[src/rtl/regfile_dump.sv]
// regfile_dump - atomic snapshot of the register file, streamed one register per beat.
// Entry 0 always reads as zero (architectural x0) regardless of the live value.
module regfile_dump #(
  parameter int DATA_WIDTH = 32,
  parameter int NUM_REGS   = 32,
  parameter int ADDR_WIDTH = 5
) (
  input  logic                  clk,
  input  logic                  rst_n,
  input  logic                  start,
  input  logic [DATA_WIDTH-1:0] regs_in [NUM_REGS],
  output logic                  out_valid,
  input  logic                  out_ready,
  output logic [DATA_WIDTH-1:0] out_data,
  output logic [ADDR_WIDTH-1:0] out_addr,
  output logic                  out_last,
  output logic                  busy,
  output logic                  done
);

  typedef enum logic [1:0] {S_IDLE, S_SEND, S_DONE} state_t;

  localparam logic [ADDR_WIDTH-1:0] LAST_ADDR = ADDR_WIDTH'(NUM_REGS - 1);
  localparam logic [ADDR_WIDTH-1:0] ONE       = ADDR_WIDTH'(1);

  state_t                  state_q, state_d;
  logic [ADDR_WIDTH-1:0]   cnt_q, cnt_d;
  logic [DATA_WIDTH-1:0]   snap_q [NUM_REGS];
  logic                    snap_load;

  always_ff @(posedge clk or negedge rst_n) begin
    if (!rst_n) begin
      state_q <= S_IDLE;
      cnt_q   <= '0;
    end else begin
      state_q <= state_d;
      cnt_q   <= cnt_d;
    end
  end

  // Snapshot storage needs no reset: it is only read after a load.
  always_ff @(posedge clk) begin
    if (snap_load) begin
      for (int i = 0; i < NUM_REGS; i++) snap_q[i] <= regs_in[i];
    end
  end

  always_comb begin
    state_d   = state_q;
    cnt_d     = cnt_q;
    snap_load = 1'b0;
    out_valid = 1'b0;
    out_data  = '0;
    out_last  = 1'b0;
    busy      = 1'b0;
    done      = 1'b0;
    case (state_q)
      S_IDLE: begin
        if (start) begin
          snap_load = 1'b1;
          cnt_d     = '0;
          state_d   = S_SEND;
        end
      end
      S_SEND: begin
        out_valid = 1'b1;
        busy      = 1'b1;
        out_last  = (cnt_q == LAST_ADDR);
        out_data  = (cnt_q == '0) ? '0 : snap_q[cnt_q];
        if (out_ready) begin
          if (cnt_q == LAST_ADDR) begin
            cnt_d   = '0;
            state_d = S_DONE;
          end else begin
            cnt_d = cnt_q + ONE;
          end
        end
      end
      S_DONE: begin
        busy    = 1'b1;
        done    = 1'b1;
        state_d = S_IDLE;
      end
      default: state_d = S_IDLE;
    endcase
  end

  assign out_addr = cnt_q;

endmodule

[config.mk]
export PLATFORM = sky130hd
export DESIGN_NAME = regfile_dump
export DESIGN_NICKNAME = d
export VERILOG_FILES = /design/src/rtl/regfile_dump.sv
export SDC_FILE = /design/constraint.sdc
export NUM_CORES = 1
export LEC_CHECK = 0
export BUFFER_PORTS_ARGS = -buffer_cell sky130_fd_sc_hd__buf_2
export CORE_AREA = 3 3 409 411
export DETAILED_ROUTE_END_ITERATION = 10
export DIE_AREA = 0 0 412 414
export HOLD_SLACK_MARGIN = 0.12
export PLACE_DENSITY = 0.53
export REMOVE_ABC_BUFFERS = 1
export SYNTH_ARGS = -nofsm -noshare
export SYNTH_HDL_FRONTEND = slang
export SYNTH_SLANG_ARGS = --single-unit
[constraint.sdc]
create_clock -name clk -period 44.9 [get_ports clk]
set_input_delay 4.49 -clock clk [delete_from_list [all_inputs] [get_ports clk]]
set_output_delay 4.49 -clock clk [all_outputs]
set_load 0.02 [all_outputs]
==> impl_metrics.yaml <==
outcome:
  outcome: "completed"
clocking:
  path_clk_slew_ns: 0.06
  clk_path_buf_depth: 3
  postCtsHoldBufs: 0
  clk_latency_ns: 0.72
  cts_setup_buffers: 0
  cts_sinks: 1031
  cts_tree: "yes"
  root_buffer: "clkbuf_16"
  cts_resized: 0
  cts_inserted_buffers: 113
  cts_max_level: 3
sta:
  setup_viol_count_final: 0
  grt_setup_unrepaired: "no"
  period_share_pct: 23.4
  skew_ns: 0.0222
  tns_ns: 0
  hold_viol: 0
  worst_slew_pin_slew_ns: 1.08
  min_period_ns: 10.53
  setup_slack_ns: 34.37
  slew_viol_final: 0
  max_slew_margin_pct: 28.0
  fmax_mhz: 95.0
setup_path:
  rr_worst_depth: 10
  cp.required_ns: 45.26
  cp-start-kind: "input pin"
  rr_startpoint: "state_q[1]$_DFFE_PN0P_"
  end_kind: "flop"
  worstSetupStartpoint: "start"
  setup.worst_path.class: "input pin to flop"
  path_max_fanout: 77
  cp_data_arrival_time_ns: 10.88
routing:
  drc: 0
  via_count: 22933
  ant_nets: 0
  routed_wl_um: 138000
  drt_pass1_iterations: 5
  wire_per_inst_um: 26.6
  avgViaCountPerCell: 4.40
  first_iter_violations: 2246
power_and_ir_drop:
  power.density_nw_per_um2: 59.9
  vdd_drop_max_mv: 0.0371
  leakagePower_nw: 18.4
cells_and_area:
  post-route-cell-area_um2: 51000
  final_util_pct: 31.0
  nets: 3910
  syn2layout_area_growth_pct: 29.4
  layout-drive-gt1-share_pct: 51.0
  fillCellCount: 16250
floorplanning:
  num_rows: 149
  die_x_um: 412
  ios: 1069
  die_h_um: 414
  start_util_pct: 24.0
  core_um2: 164000
  die_area_um2: 171000
placement:
  io_buffer_count: 1068
  gp_congestion: 0.842
  hpwlAfterDp_um: 100000
  dpl_worst_slack_ns: 33.53
  dpl_cell_area_um2: 47300
synth:
  yosys.area_share.simple_pct: 1.52
  muxShareOfSynthArea_pct: 14.6
  synth_top_family_by_area: "multiplexers"
  synth.distinct_cells: 38
  synth_xor_area_share_pct: 0
  synth_seq_cells: 1031
  synth_fa_ha_area_share_pct: 0.222
  synth_edf_count: 1024
  yosys_warnings: 0
  async_flop_share_pct: 0.679
  yosys-top-cells-count: "edfxtp_1 (1024), mux4_2 (192), mux2i_1 (64)"
  synth_top_area_cell: "edfxtp_1"
  synthCells: 1760
  syn_area_um2: 39400
  synth-seq-area-share_pct: 78.4
  postSynthAreaPerCell_um2: 22.4
  synth.area.top_cells: "edfxtp_1 (78%), mux4_2 (11%), mux2i_1 (1.6%)"
  synth_top_area_share_pct: 78.0
  synth_most_common_cell: "edfxtp_1"
  synth_compound_area_share_pct: 3.70
  synth_ff_type: "edfxtp_1"
global_route:
  grt_pass1_vias: 23744
  grt_pass1_wl_um: 184000
  grt_max_degree: 109
  grt_overflow_total: 0
  antenna_found_initial: 84
  grt_use_total_pct: 15.6
worst_hold_path:
  hp-class: "flop to flop"
  hp-start: "state_q[0]$_DFFE_PN0P_"
  hold_path_depth: 1
job:
  cap_violations: 0
worst paths after layout:
kind	to	slack (ns)
worst min-delay path	state_q[0]$_DFFE_PN0P_	0.55
worst min register to register	state_q[0]$_DFFE_PN0P_	0.55
worst max-delay path	snap_q[29][28]$_DFFE_PP_	34.37
worst max register to register	snap_q[29][28]$_DFFE_PP_	37.40
max in group asynchronous	out_addr[1]$_DFFE_PN0P_	40.92
min in group asynchronous	out_addr[0]$_DFFE_PN0P_	3.66
cell families (layout without fill, tap and decap cells):
group / after synthesis / count (layout)
adders and majority gates: 7 / 7
and+or+nand+nor: 114 / 114
buffers and inverters: 114 / 1324
AOI/OAI and AO/OA: 173 / 173
DFF: 1031 / 1031
other: 0 / 52
muxes: 321 / 321
layout by cell type (no fill, tap or decap), types with 4 or more instances in the layout:
master      Yosys  layout
buf_12          0       4
a221oi_1       31      31
clkinv_1        0      31
clkinvlp_4      0       6
a22oi_1        32      32
clkbuf_16       0     116
inv_1           8       8
clkbuf_1       46      19
nand3_1        33      33
a22o_1         32      32
dfrtp_1         7       4
a21oi_1         5       5
edfxtp_1     1024    1024
diode_2         0      52
buf_4           8      34
nand2_1        33      33
mux2i_1        64      64
mux4_2        192     192
mux2_4         11      11
mux2_1         22      22
clkinv_4        0       5
ha_1            7       7
clkinv_2        0      21
buf_2          29    1068
mux2_2         32      32
a211o_1        32      32
and3_1         34      34
bufinv_16       0       6
o221ai_1       32      32
report_power, final:
group / internal, mW / switching [mW]
Clock: 0.506 / 0.389
Combinational: 0.323 / 0.492
Sequential: 1.28 / 0.0665
Total: 2.11 / 0.948
stage by stage:
step / hold slack, ns / instances / total power, mW
after global routing: 0.570 / 5187 / 3.20
after CTS: 0.551 / 5159 / 3.11
after floorplan: 0.509 / 1654 / 2.24
after detailed placement: 0.537 / 4949 / 2.20
after global placement: 0.530 / 4949 / 2.19
final: 0.554 / 5211 / 3.06
sequential cells by signal, indices dropped and copies added (netlist names):
name      cells
out_addr      5
snap_q     1024
state_q       2
area by class of cell:
type                            instances  area (um^2)  area share (%)
Antenna cell                           52          130           0.255
Clock buffer                          135         2970            5.83
Clock inverter                         75          578            1.13
Inverter                                8         30.0          0.0589
Multi-Input combinational cell        615         7940            15.6
Sequential cell                      1031        30900            60.7
Tap cell                             2189         2740            5.37
Timing Repair Buffer                 1106         5680            11.1
worst max-delay path, stage by stage:
cell and delay (ns):
buf_2 0.15, and2_4 0.63, buf_4 0.83, buf_4 0.89
buf_4 0.79, buf_4 0.67, buf_4 0.69, buf_4 0.67
buf_4 0.77
routing by layer:
metal / up-vias / track usage (%) / wire length, um
li1: 9822 / - / -
met1: 11779 / 18.5 / 52000
met2: 1075 / 26.6 / 70200
met3: 223 / 5.07 / 12400
met4: 34 / 4.94 / 3570
met5: - / 0 / 210
No activity file was read; power rests on OpenSTA's default activity.
